<file path="config.mk">
export PLATFORM = sky130hd
export DESIGN_NAME = dbg_bus_arbiter_flat
export DESIGN_NICKNAME = d
export VERILOG_FILES = /design/src/rtl/dbg_bus_arbiter_pkg.sv /design/src/rtl/dbg_bus_arbiter_if.sv /design/src/rtl/dbg_bus_arb_prio.sv /design/src/rtl/dbg_bus_arbiter.sv /design/src/flat_wrapper.sv
export SDC_FILE = /design/constraint.sdc
export NUM_CORES = 1
export LEC_CHECK = 0
export BUFFER_PORTS_ARGS = -buffer_cell sky130_fd_sc_hd__buf_2
export CAP_MARGIN = 20
export CORE_AREA = 2 2 124 126
export CTS_CLUSTER_SIZE = 40
export DETAILED_ROUTE_END_ITERATION = 7
export DIE_AREA = 0 0 126 128
export PLACE_DENSITY_LB_ADDON = 0.2
export SKIP_LAST_GASP = 1
export SLEW_MARGIN = 20
export SYNTH_ARGS = -nofsm -noshare
export SYNTH_HDL_FRONTEND = slang
export SYNTH_SLANG_ARGS = --single-unit
</file>
<file path="constraint.sdc">
create_clock -name clk -period 1.8 [get_ports clk]
set_input_delay 0.09 -clock clk [delete_from_list [all_inputs] [get_ports clk]]
set_output_delay 0.09 -clock clk [all_outputs]
set_load 0.02 [all_outputs]
</file>
<file path="src/rtl/dbg_bus_arbiter_pkg.sv">
// Shared types and constants for the two-master debug/core bus arbiter.
// State encoding is one-hot, matching the rest of the debug logic.
package dbg_bus_arbiter_pkg;

    localparam logic [2:0] IDLE = 3'b001;
    localparam logic [2:0] REQ  = 3'b010;
    localparam logic [2:0] RSP  = 3'b100;

    typedef enum logic [2:0] {
        StIdle = IDLE,
        StReq  = REQ,
        StRsp  = RSP
    } state_e;

    localparam int unsigned M_CORE             = 0;
    localparam int unsigned M_DBG              = 1;
    localparam int unsigned NumMasters         = 2;
    localparam int unsigned StarveLimitDefault = 4;
    localparam int unsigned CntW               = 4;

    function automatic logic [CntW-1:0] sat_inc(logic [CntW-1:0] v, logic [CntW-1:0] lim);
        return (v >= lim) ? lim : v + 1'b1;
    endfunction

endpackage

</file>
<file path="src/rtl/dbg_bus_arbiter_if.sv">
// One valid/ready request + response bus port. The master modport drives requests;
// the slave modport accepts them and returns responses.
interface dbg_bus_arbiter_if #(
    parameter int unsigned AW = 32,
    parameter int unsigned DW = 32
) ();

    logic            req_valid;
    logic            req_ready;
    logic [AW-1:0]   addr;
    logic [DW-1:0]   wdata;
    logic            we;
    logic [DW/8-1:0] sel;
    logic            rsp_valid;
    logic            rsp_ready;
    logic [DW-1:0]   rdata;

    modport master (
        output req_valid, addr, wdata, we, sel, rsp_ready,
        input  req_ready, rsp_valid, rdata
    );

    modport slave (
        input  req_valid, addr, wdata, we, sel, rsp_ready,
        output req_ready, rsp_valid, rdata
    );

endinterface

</file>
<file path="src/rtl/dbg_bus_arb_prio.sv">
// Winner selection (debug first) with a saturating starvation counter that
// forces a core grant once the debug master has won STARVE_LIMIT times in a row.
module dbg_bus_arb_prio
    import dbg_bus_arbiter_pkg::*;
#(
    parameter int unsigned STARVE_LIMIT = StarveLimitDefault
) (
    input  logic                  clk,
    input  logic                  rst_n,
    input  logic [NumMasters-1:0] req_i,
    input  logic                  grant_en_i,
    output logic [NumMasters-1:0] win_o
);

    localparam logic [CntW-1:0] Limit = CntW'(STARVE_LIMIT);

    logic [CntW-1:0] cnt_q, cnt_d;
    logic            force_core;

    assign force_core = (cnt_q == Limit) && req_i[M_CORE];

    always_comb begin
        win_o = '0;
        if (req_i[M_DBG] && !force_core) begin
            win_o[M_DBG] = 1'b1;
        end else if (req_i[M_CORE]) begin
            win_o[M_CORE] = 1'b1;
        end
    end

    // Counter only moves when a grant is actually issued.
    always_comb begin
        cnt_d = cnt_q;
        if (grant_en_i && (win_o != '0)) begin
            if (win_o[M_DBG] && req_i[M_CORE]) begin
                cnt_d = sat_inc(cnt_q, Limit);
            end else begin
                cnt_d = '0;
            end
        end
    end

    always_ff @(posedge clk or negedge rst_n) begin
        if (!rst_n) begin
            cnt_q <= '0;
        end else begin
            cnt_q <= cnt_d;
        end
    end

endmodule

</file>
<file path="src/rtl/dbg_bus_arbiter.sv">
// Serialises core and debug system-bus transactions onto one slave port,
// exactly one outstanding at a time.
module dbg_bus_arbiter
    import dbg_bus_arbiter_pkg::*;
#(
    parameter int unsigned AW           = 32,
    parameter int unsigned DW           = 32,
    parameter int unsigned STARVE_LIMIT = StarveLimitDefault
) (
    input  logic              clk,
    input  logic              rst_n,
    dbg_bus_arbiter_if.slave  m0_io,
    dbg_bus_arbiter_if.slave  m1_io,
    dbg_bus_arbiter_if.master s_io,
    output logic [1:0]        grant_o
);

    state_e          state_q, state_d;
    logic            owner_q, owner_d;
    logic [1:0]      grant_q, grant_d;
    logic [AW-1:0]   addr_q, addr_d;
    logic [DW-1:0]   wdata_q, wdata_d;
    logic            we_q, we_d;
    logic [DW/8-1:0] sel_q, sel_d;

    logic [NumMasters-1:0] req, win;
    logic                  in_idle, in_rsp, owner_rsp_ready;

    assign req     = {m1_io.req_valid, m0_io.req_valid};
    assign in_idle = (state_q == StIdle);
    assign in_rsp  = (state_q == StRsp);

    dbg_bus_arb_prio #(
        .STARVE_LIMIT (STARVE_LIMIT)
    ) u_prio (
        .clk        (clk),
        .rst_n      (rst_n),
        .req_i      (req),
        .grant_en_i (in_idle),
        .win_o      (win)
    );

    always_comb begin
        state_d = state_q;
        owner_d = owner_q;
        grant_d = grant_q;
        addr_d  = addr_q;
        wdata_d = wdata_q;
        we_d    = we_q;
        sel_d   = sel_q;
        unique case (state_q)
            StIdle: begin
                if (win != '0) begin
                    state_d = StReq;
                    owner_d = win[M_DBG];
                    grant_d = win;
                    addr_d  = win[M_DBG] ? m1_io.addr  : m0_io.addr;
                    wdata_d = win[M_DBG] ? m1_io.wdata : m0_io.wdata;
                    we_d    = win[M_DBG] ? m1_io.we    : m0_io.we;
                    sel_d   = win[M_DBG] ? m1_io.sel   : m0_io.sel;
                end
            end
            StReq: begin
                if (s_io.req_ready) state_d = StRsp;
            end
            StRsp: begin
                if (s_io.rsp_valid && s_io.rsp_ready) begin
                    state_d = StIdle;
                    grant_d = '0;
                end
            end
            default: state_d = StIdle;
        endcase
    end

    always_ff @(posedge clk or negedge rst_n) begin
        if (!rst_n) begin
            state_q <= StIdle;
            owner_q <= 1'b0;
            grant_q <= '0;
            addr_q  <= '0;
            wdata_q <= '0;
            we_q    <= 1'b0;
            sel_q   <= '0;
        end else begin
            state_q <= state_d;
            owner_q <= owner_d;
            grant_q <= grant_d;
            addr_q  <= addr_d;
            wdata_q <= wdata_d;
            we_q    <= we_d;
            sel_q   <= sel_d;
        end
    end

    assign m0_io.req_ready = in_idle & win[M_CORE];
    assign m1_io.req_ready = in_idle & win[M_DBG];

    assign s_io.req_valid = (state_q == StReq);
    assign s_io.addr      = addr_q;
    assign s_io.wdata     = wdata_q;
    assign s_io.we        = we_q;
    assign s_io.sel       = sel_q;

    // Response path is a pass-through steered by the latched owner.
    assign owner_rsp_ready = owner_q ? m1_io.rsp_ready : m0_io.rsp_ready;
    assign s_io.rsp_ready  = in_rsp & owner_rsp_ready;
    assign m0_io.rsp_valid = in_rsp & ~owner_q & s_io.rsp_valid;
    assign m1_io.rsp_valid = in_rsp & owner_q & s_io.rsp_valid;
    assign m0_io.rdata     = (in_rsp & ~owner_q) ? s_io.rdata : '0;
    assign m1_io.rdata     = (in_rsp & owner_q) ? s_io.rdata : '0;

    assign grant_o = grant_q;

endmodule

</file>
<file path="src/flat_wrapper.sv">
// flat-port wrapper written by rule: the top's interface ports become plain ports
module dbg_bus_arbiter_flat import dbg_bus_arbiter_pkg::*;
#(
    parameter int unsigned AW           = 32,
    parameter int unsigned DW           = 32,
    parameter int unsigned STARVE_LIMIT = StarveLimitDefault
)
  (clk, rst_n, grant_o, m0_io_req_valid, m0_io_addr, m0_io_wdata, m0_io_we, m0_io_sel, m0_io_rsp_ready, m0_io_req_ready, m0_io_rsp_valid, m0_io_rdata, m1_io_req_valid, m1_io_addr, m1_io_wdata, m1_io_we, m1_io_sel, m1_io_rsp_ready, m1_io_req_ready, m1_io_rsp_valid, m1_io_rdata, s_io_req_valid, s_io_addr, s_io_wdata, s_io_we, s_io_sel, s_io_rsp_ready, s_io_req_ready, s_io_rsp_valid, s_io_rdata);
  dbg_bus_arbiter_if #(.AW(AW), .DW(DW)) m0_io_i ();
  dbg_bus_arbiter_if #(.AW(AW), .DW(DW)) m1_io_i ();
  dbg_bus_arbiter_if #(.AW(AW), .DW(DW)) s_io_i ();
  input  logic clk;
  input  logic rst_n;
  output logic [1:0] grant_o;
  input wire logic [$bits(m0_io_i.req_valid)-1:0] m0_io_req_valid;
  input wire logic [$bits(m0_io_i.addr)-1:0] m0_io_addr;
  input wire logic [$bits(m0_io_i.wdata)-1:0] m0_io_wdata;
  input wire logic [$bits(m0_io_i.we)-1:0] m0_io_we;
  input wire logic [$bits(m0_io_i.sel)-1:0] m0_io_sel;
  input wire logic [$bits(m0_io_i.rsp_ready)-1:0] m0_io_rsp_ready;
  output wire logic [$bits(m0_io_i.req_ready)-1:0] m0_io_req_ready;
  output wire logic [$bits(m0_io_i.rsp_valid)-1:0] m0_io_rsp_valid;
  output wire logic [$bits(m0_io_i.rdata)-1:0] m0_io_rdata;
  input wire logic [$bits(m1_io_i.req_valid)-1:0] m1_io_req_valid;
  input wire logic [$bits(m1_io_i.addr)-1:0] m1_io_addr;
  input wire logic [$bits(m1_io_i.wdata)-1:0] m1_io_wdata;
  input wire logic [$bits(m1_io_i.we)-1:0] m1_io_we;
  input wire logic [$bits(m1_io_i.sel)-1:0] m1_io_sel;
  input wire logic [$bits(m1_io_i.rsp_ready)-1:0] m1_io_rsp_ready;
  output wire logic [$bits(m1_io_i.req_ready)-1:0] m1_io_req_ready;
  output wire logic [$bits(m1_io_i.rsp_valid)-1:0] m1_io_rsp_valid;
  output wire logic [$bits(m1_io_i.rdata)-1:0] m1_io_rdata;
  output wire logic [$bits(s_io_i.req_valid)-1:0] s_io_req_valid;
  output wire logic [$bits(s_io_i.addr)-1:0] s_io_addr;
  output wire logic [$bits(s_io_i.wdata)-1:0] s_io_wdata;
  output wire logic [$bits(s_io_i.we)-1:0] s_io_we;
  output wire logic [$bits(s_io_i.sel)-1:0] s_io_sel;
  output wire logic [$bits(s_io_i.rsp_ready)-1:0] s_io_rsp_ready;
  input wire logic [$bits(s_io_i.req_ready)-1:0] s_io_req_ready;
  input wire logic [$bits(s_io_i.rsp_valid)-1:0] s_io_rsp_valid;
  input wire logic [$bits(s_io_i.rdata)-1:0] s_io_rdata;
  assign m0_io_i.req_valid = m0_io_req_valid;
  assign m0_io_i.addr = m0_io_addr;
  assign m0_io_i.wdata = m0_io_wdata;
  assign m0_io_i.we = m0_io_we;
  assign m0_io_i.sel = m0_io_sel;
  assign m0_io_i.rsp_ready = m0_io_rsp_ready;
  assign m0_io_req_ready = m0_io_i.req_ready;
  assign m0_io_rsp_valid = m0_io_i.rsp_valid;
  assign m0_io_rdata = m0_io_i.rdata;
  assign m1_io_i.req_valid = m1_io_req_valid;
  assign m1_io_i.addr = m1_io_addr;
  assign m1_io_i.wdata = m1_io_wdata;
  assign m1_io_i.we = m1_io_we;
  assign m1_io_i.sel = m1_io_sel;
  assign m1_io_i.rsp_ready = m1_io_rsp_ready;
  assign m1_io_req_ready = m1_io_i.req_ready;
  assign m1_io_rsp_valid = m1_io_i.rsp_valid;
  assign m1_io_rdata = m1_io_i.rdata;
  assign s_io_req_valid = s_io_i.req_valid;
  assign s_io_addr = s_io_i.addr;
  assign s_io_wdata = s_io_i.wdata;
  assign s_io_we = s_io_i.we;
  assign s_io_sel = s_io_i.sel;
  assign s_io_rsp_ready = s_io_i.rsp_ready;
  assign s_io_i.req_ready = s_io_req_ready;
  assign s_io_i.rsp_valid = s_io_rsp_valid;
  assign s_io_i.rdata = s_io_rdata;
  dbg_bus_arbiter #(.AW(AW), .DW(DW), .STARVE_LIMIT(STARVE_LIMIT)) u_core (.clk(clk), .rst_n(rst_n), .m0_io(m0_io_i), .m1_io(m1_io_i), .s_io(s_io_i), .grant_o(grant_o));
endmodule
</file>
# Word-level counts from Yosys, hierarchy flattened
# Index checks and enable logic that the tools add are counted.
# totals
regBits	79
wordCells	55
out_inout_bits	141
# classes
order_cmp	1
bitwise	8
n_mux	19
n_reduce_logical	11
n_eq_ne	7
n_addsub	1
# ops
operator	n
32-bit two-way mux	4
4-bit two-way mux	3
3-bit two-way mux	3
3-bit case mux with 3 select lines	1
1-bit bitwise AND	7
3-bit AND reduction	2
1-bit logical AND	5
1-bit two-way mux	5
4-bit by 1-bit adder with 4-bit output (second input constant)	1
4-bit by 3-bit == test with 1-bit output (second input constant)	1
4-bit by 3-bit greater-or-equal comparator with 1-bit output (second input constant)	1
2-bit two-way mux	2
2-bit != test (second input constant)	2
2-bit case mux with 2 select lines	1
2-bit nonzero test	2
3-bit by 1-bit == test with 1-bit output (second input constant)	1
3-bit by 2-bit == test with 1-bit output (second input constant)	1
3-bit == test (second input constant)	1
2-bit by 1-bit != test with 1-bit output (second input constant)	1
2-bit AND reduction	1
1-bit logical NOT	1
1-bit inverter	1

# Depth between registers and ports, before layout
# depth
ltp_word	8
ltp_mapped	8
mapped_depth_nobuf	5

# By module
# Synthesis repeated with hierarchy kept, for this count alone.
# hier_totals
cells_unflattened	357
hier_area_um2	4408.0
# by_module_without_submodules
mod	area_per_inst_um2	cells_per_inst	instances	seq_area_each_um2
dbg_bus_arbiter	4175.3	332	1	1878.1
dbg_bus_arb_prio	232.7	25	1	100.1

# Worst setup path after synthesis
# Ideal clock, no wire load.
# synth_path
path_type	flip-flop to output port
from	register u_core.u_prio.cnt_q[0]
to	output m0_io_req_ready
path_buffers	3
t_arrival_ps	1565
stages_incl_launch_ff	9
slack_ps	145
path_cell_list	dfrtp_1 > inv_1 > ha_1 > nand4b_1 > buf_2 > and2_1 > buf_4 > buf_6 > nor2_1
# synth_via
elab_chain_len	6
# synth_rtl
item	line_no	text
start: declaration	dbg_bus_arb_prio.sv:17	logic [CntW-1:0] cnt_q, cnt_d;
start signal: assignment	dbg_bus_arb_prio.sv:47	cnt_q <= cnt_d;
4-bit by 3-bit == test with 1-bit output	dbg_bus_arb_prio.sv:20	assign force_core = (cnt_q == Limit) && req_i[M_CORE];
1-bit logical AND	dbg_bus_arb_prio.sv:20	
1-bit logical NOT	dbg_bus_arb_prio.sv:24	if (req_i[M_DBG] && !force_core) begin
1-bit logical AND	dbg_bus_arb_prio.sv:24	
1-bit two-way mux	dbg_bus_arb_prio.sv:24	
1-bit bitwise AND	dbg_bus_arbiter.sv:96	assign m0_io.req_ready = in_idle & win[M_CORE];
end: declaration	flat_wrapper.sv:21	output wire logic [$bits(m0_io_i.req_ready)-1:0] m0_io_req_ready;
# Every way passes these cells.

# Worst setup path after layout
# layout_path
from	register u_core.state_q[0]
to	output m0_io_rdata[14]
# layout_via
elab_chain_len	3
# layout_rtl
item	line_no	text
start: declaration	dbg_bus_arbiter.sv:18	state_e state_q, state_d;
start signal: assignment	dbg_bus_arbiter.sv:78	state_q <= StIdle;
start signal: assignment	dbg_bus_arbiter.sv:86	state_q <= state_d;
3-bit == test	dbg_bus_arbiter.sv:31	assign in_rsp = (state_q == StRsp);
1-bit bitwise AND	dbg_bus_arbiter.sv:110	assign m0_io.rdata = (in_rsp & ~owner_q) ? s_io.rdata : '0;
32-bit two-way mux	dbg_bus_arbiter.sv:110	
end: declaration	flat_wrapper.sv:23	output wire logic [$bits(m0_io_i.rdata)-1:0] m0_io_rdata;
# Every way passes these cells.

==> impl_results.md <==
* Run status: finished with violations
* Failing checks: setup timing
* Num ports at 319
* Avg WL per Cell at 19.5 um
* Final ANT Viol Nets at 0
* Post-Place Setup Slack at 0.0659 ns
* TritonCTS buffer count at 9
* Post-synth top area share at 38.8%
* Period utilization at 110%
* Fill cell total of the finished layout at 1385
* Max_slew headroom at 37.3%
* CP max stage delay at 0.40 ns
* First-pass GRT wire length at 29200 um
* Crit path time final at 1.99 ns
* CTS tree: yes
* Ys flop type: dfrtp_1
* WL met2 at 10200 um
* Final Power at 11.6 mW
* Fmax at 503 MHz
* Area Overhead vs Synth at 57.9%
* Crit. End Element: output pin
* Top cells by count, synth: dfrtp_1, nor2_1, a21oi_1
* Largest cells by area after synthesis: dfrtp_1, a211oi_2, a211oi_1, a21oi_1, nor2_1
* Ratio of cells with drive above 1 in the final layout at 62.8%
* Syn Inst Count at 529
* Initial DRC count at 293
* Placed Area at 6870 um2
* FP Rows at 45
* Arr. time, crit path at 1.90 ns
* Max-Cap Viols at 0
* Count of final setup violators at 68
* Die area at 16100 um2
* Synth async-reset ratio at 100%
* Clock transition at path regs at 0.07 ns
* Die Wd at 126 um
* GPL Wtd Cong at 0.776
* Startpoint type of the worst setup path: flop
* Routed vias at 5688
* Mean area per synthesized cell at 9.51 um2
* Fin util at 53.5%
* Core ar. at 14900 um2
* Max-slew violations at 0
* Latest clock arrival within the worst-skew pair at 0.34 ns
* Max VDD drop at 0.693 mV
* Post-synth top area cell: dfrtp_1
* Root Driver: clkbuf_16
* LEAKAGE at 3.72 nW
* CP max-delay cell: or3b_4
* Vias in the first global route at 5550
* Met1 wire length at 7920 um
* Hpwl dp at 13200 um
* Yosys warning count at 0
* Cell depth of the worst hold path at 3
* Worst-margin pin slew at 0.940 ns
* DRT Pass-1 Iters at 4
* Antenna violations before repair at 1
* Initial Util at 33.9%
* Post-synth EDFFs at 0
* Largest net degree at the start of global routing at 61
* Clock sink total at 79
* Final Hold Vio Count at 0
* Worst r2r path cells at 8
* Diodes inserted at 0
* Post-route cell area at 7950 um2
* Mapped cell area at 5030 um2
* WL met3 at 1690 um
* Inst Count DP at 994
* Max clock buf depth at 2
* Power Density at 1460 nW/um2
* Overall routing resource usage at 22.7%
* Fin Hold WS at 0.0725 ns
* Synth cell types at 36
* RSZ-0062 raised after global routing: true
* Top sig layer: met5
* Fin cells at 1041
* DR DRC count at 0
* Routed WL at 20300 um
* Final Skew at 0.00848 ns
* PortBufs at 318
* Post-synthesis sequential area ratio at 39.3%
* Syn_nets at 709
* Most frequent cell after synthesis: dfrtp_1
* Worst-path fanout max at 17
* GRT overflow at 0
* Routed vias/inst at 5.46
* Req. time, crit path at 1.71 ns
* Worst setup margin at -0.189 ns
* Die Y at 128 um
* H-tree levels at 3
* Fin Setup TNS at -6.30 ns
* Setup Crit Path Kind: reg2out
* Nets at 1028
* CP Cell Sequence: buf_6, or3b_4, nor2_4, buf_12, and2_1, buf_2
* Tightest Hold Check Type: in2reg
* Yosys reg bits at 79
repair_timing:
| item | CTS | global route |
|---|---|---|
| endpoints found under the hold margin | 37 | 0 |
| cloned | 2 | 5 |
| pin swaps | 2 | 20 |
| hold buffers | 2 | 0 |
| gates resized for setup | 7 | 106 |
| endpoints found under the setup margin | 35 | 90 |
| buffers inserted | 7 | 15 |
power by group:
group	internal (mW)	total, mW	switching, mW	leakage (nW)
sequential	2.65	3.20	0.553	0.881
combinational	2.71	6.76	4.05	2.70
clock	0.929	1.67	0.742	0.132
total	6.29	11.6	5.35	3.72
state kept, by name (all words and copies together) (netlist names):
| signal | cells |
|---|---|
| u_core.s_io.addr | 32 |
| u_core.s_io.sel | 4 |
| u_core.state_q | 3 |
| u_core.owner_q | 1 |
| u_core.u_prio.cnt_q | 4 |
| u_core.s_io.we | 1 |
| u_core.grant_o | 2 |
| u_core.s_io.wdata | 32 |
area by class of cell:
type	instances	area (um2)	area share [%]
Multi-Input combinational cell	381	3020	38.0
Inverter	3	11.3	0.142
Timing Repair Buffer	374	2440	30.7
Clock inverter	6	36.3	0.457
Clock buffer	10	229	2.88
Tap cell	188	235	2.96
Sequential cell	79	1980	24.9
worst max-delay path, delay by kind of cell, from the launching register on:
kind	cells	cell delay, ns
flops	1	0.37
simple gates	3	0.73
buf+inv	3	0.44
layer usage:
metal	GRT usage (%)	vias to the layer above
met5	0	-
met4	6.85	2
met3	6.09	35
met2	39.8	278
met1	27.3	2771
li1	-	2602
cell usage in the layout (no fill, tap or decap), types with 3 or more instances in the layout:
cell         n
buf_4       32
buf_6       21
nor2_1      71
a22o_1       4
a211oi_1    23
dfrtp_1     76
and3_1      33
buf_2      299
and2_4      17
clkinv_2     4
and2_1      19
a21oi_1     71
a211oi_2   115
buf_12      14
clkbuf_16   13
nor2_4       3
final timing paths:
| path | to | from | slack [ns] |
|---|---|---|---|
| max | m0_io_rdata[14] | u_core.state_q[0]$_DFFE_PN1P_ | -0.19 |
| min | u_core.s_io.wdata[31]$_DFFE_PN0P_ | m1_io_wdata[31] | 0.07 |
| max reg2reg | u_core.s_io.wdata[15]$_DFFE_PN0P_ | u_core.u_prio.cnt_q[1]$_DFFE_PN0P_ | 0 |
| min reg2reg | u_core.grant_o[1]$_DFFE_PN0P_ | u_core.grant_o[1]$_DFFE_PN0P_ | 0.51 |
| max in group asynchronous | u_core.s_io.addr[3]$_DFFE_PN0P_ | rst_n | 0.90 |
| min in group asynchronous | u_core.s_io.wdata[22]$_DFFE_PN0P_ | rst_n | 0.26 |
cell families (layout without fill, tap and decap cells):
kind of cell / count (synthesis) / after routing / synth area share [%]
multiplexers: 2 / 2 / 0.448
flip-flops: 79 / 79 / 39.3
adder cells (fa/ha/maj): 2 / 2 / 0.497
buffers and inverters: 69 / 393 / 7.28
AND/OR/NAND/NOR: 158 / 158 / 16.4
AO/OA/AOI/OAI: 219 / 219 / 36.1
Power figures use the tool's default switching activity.
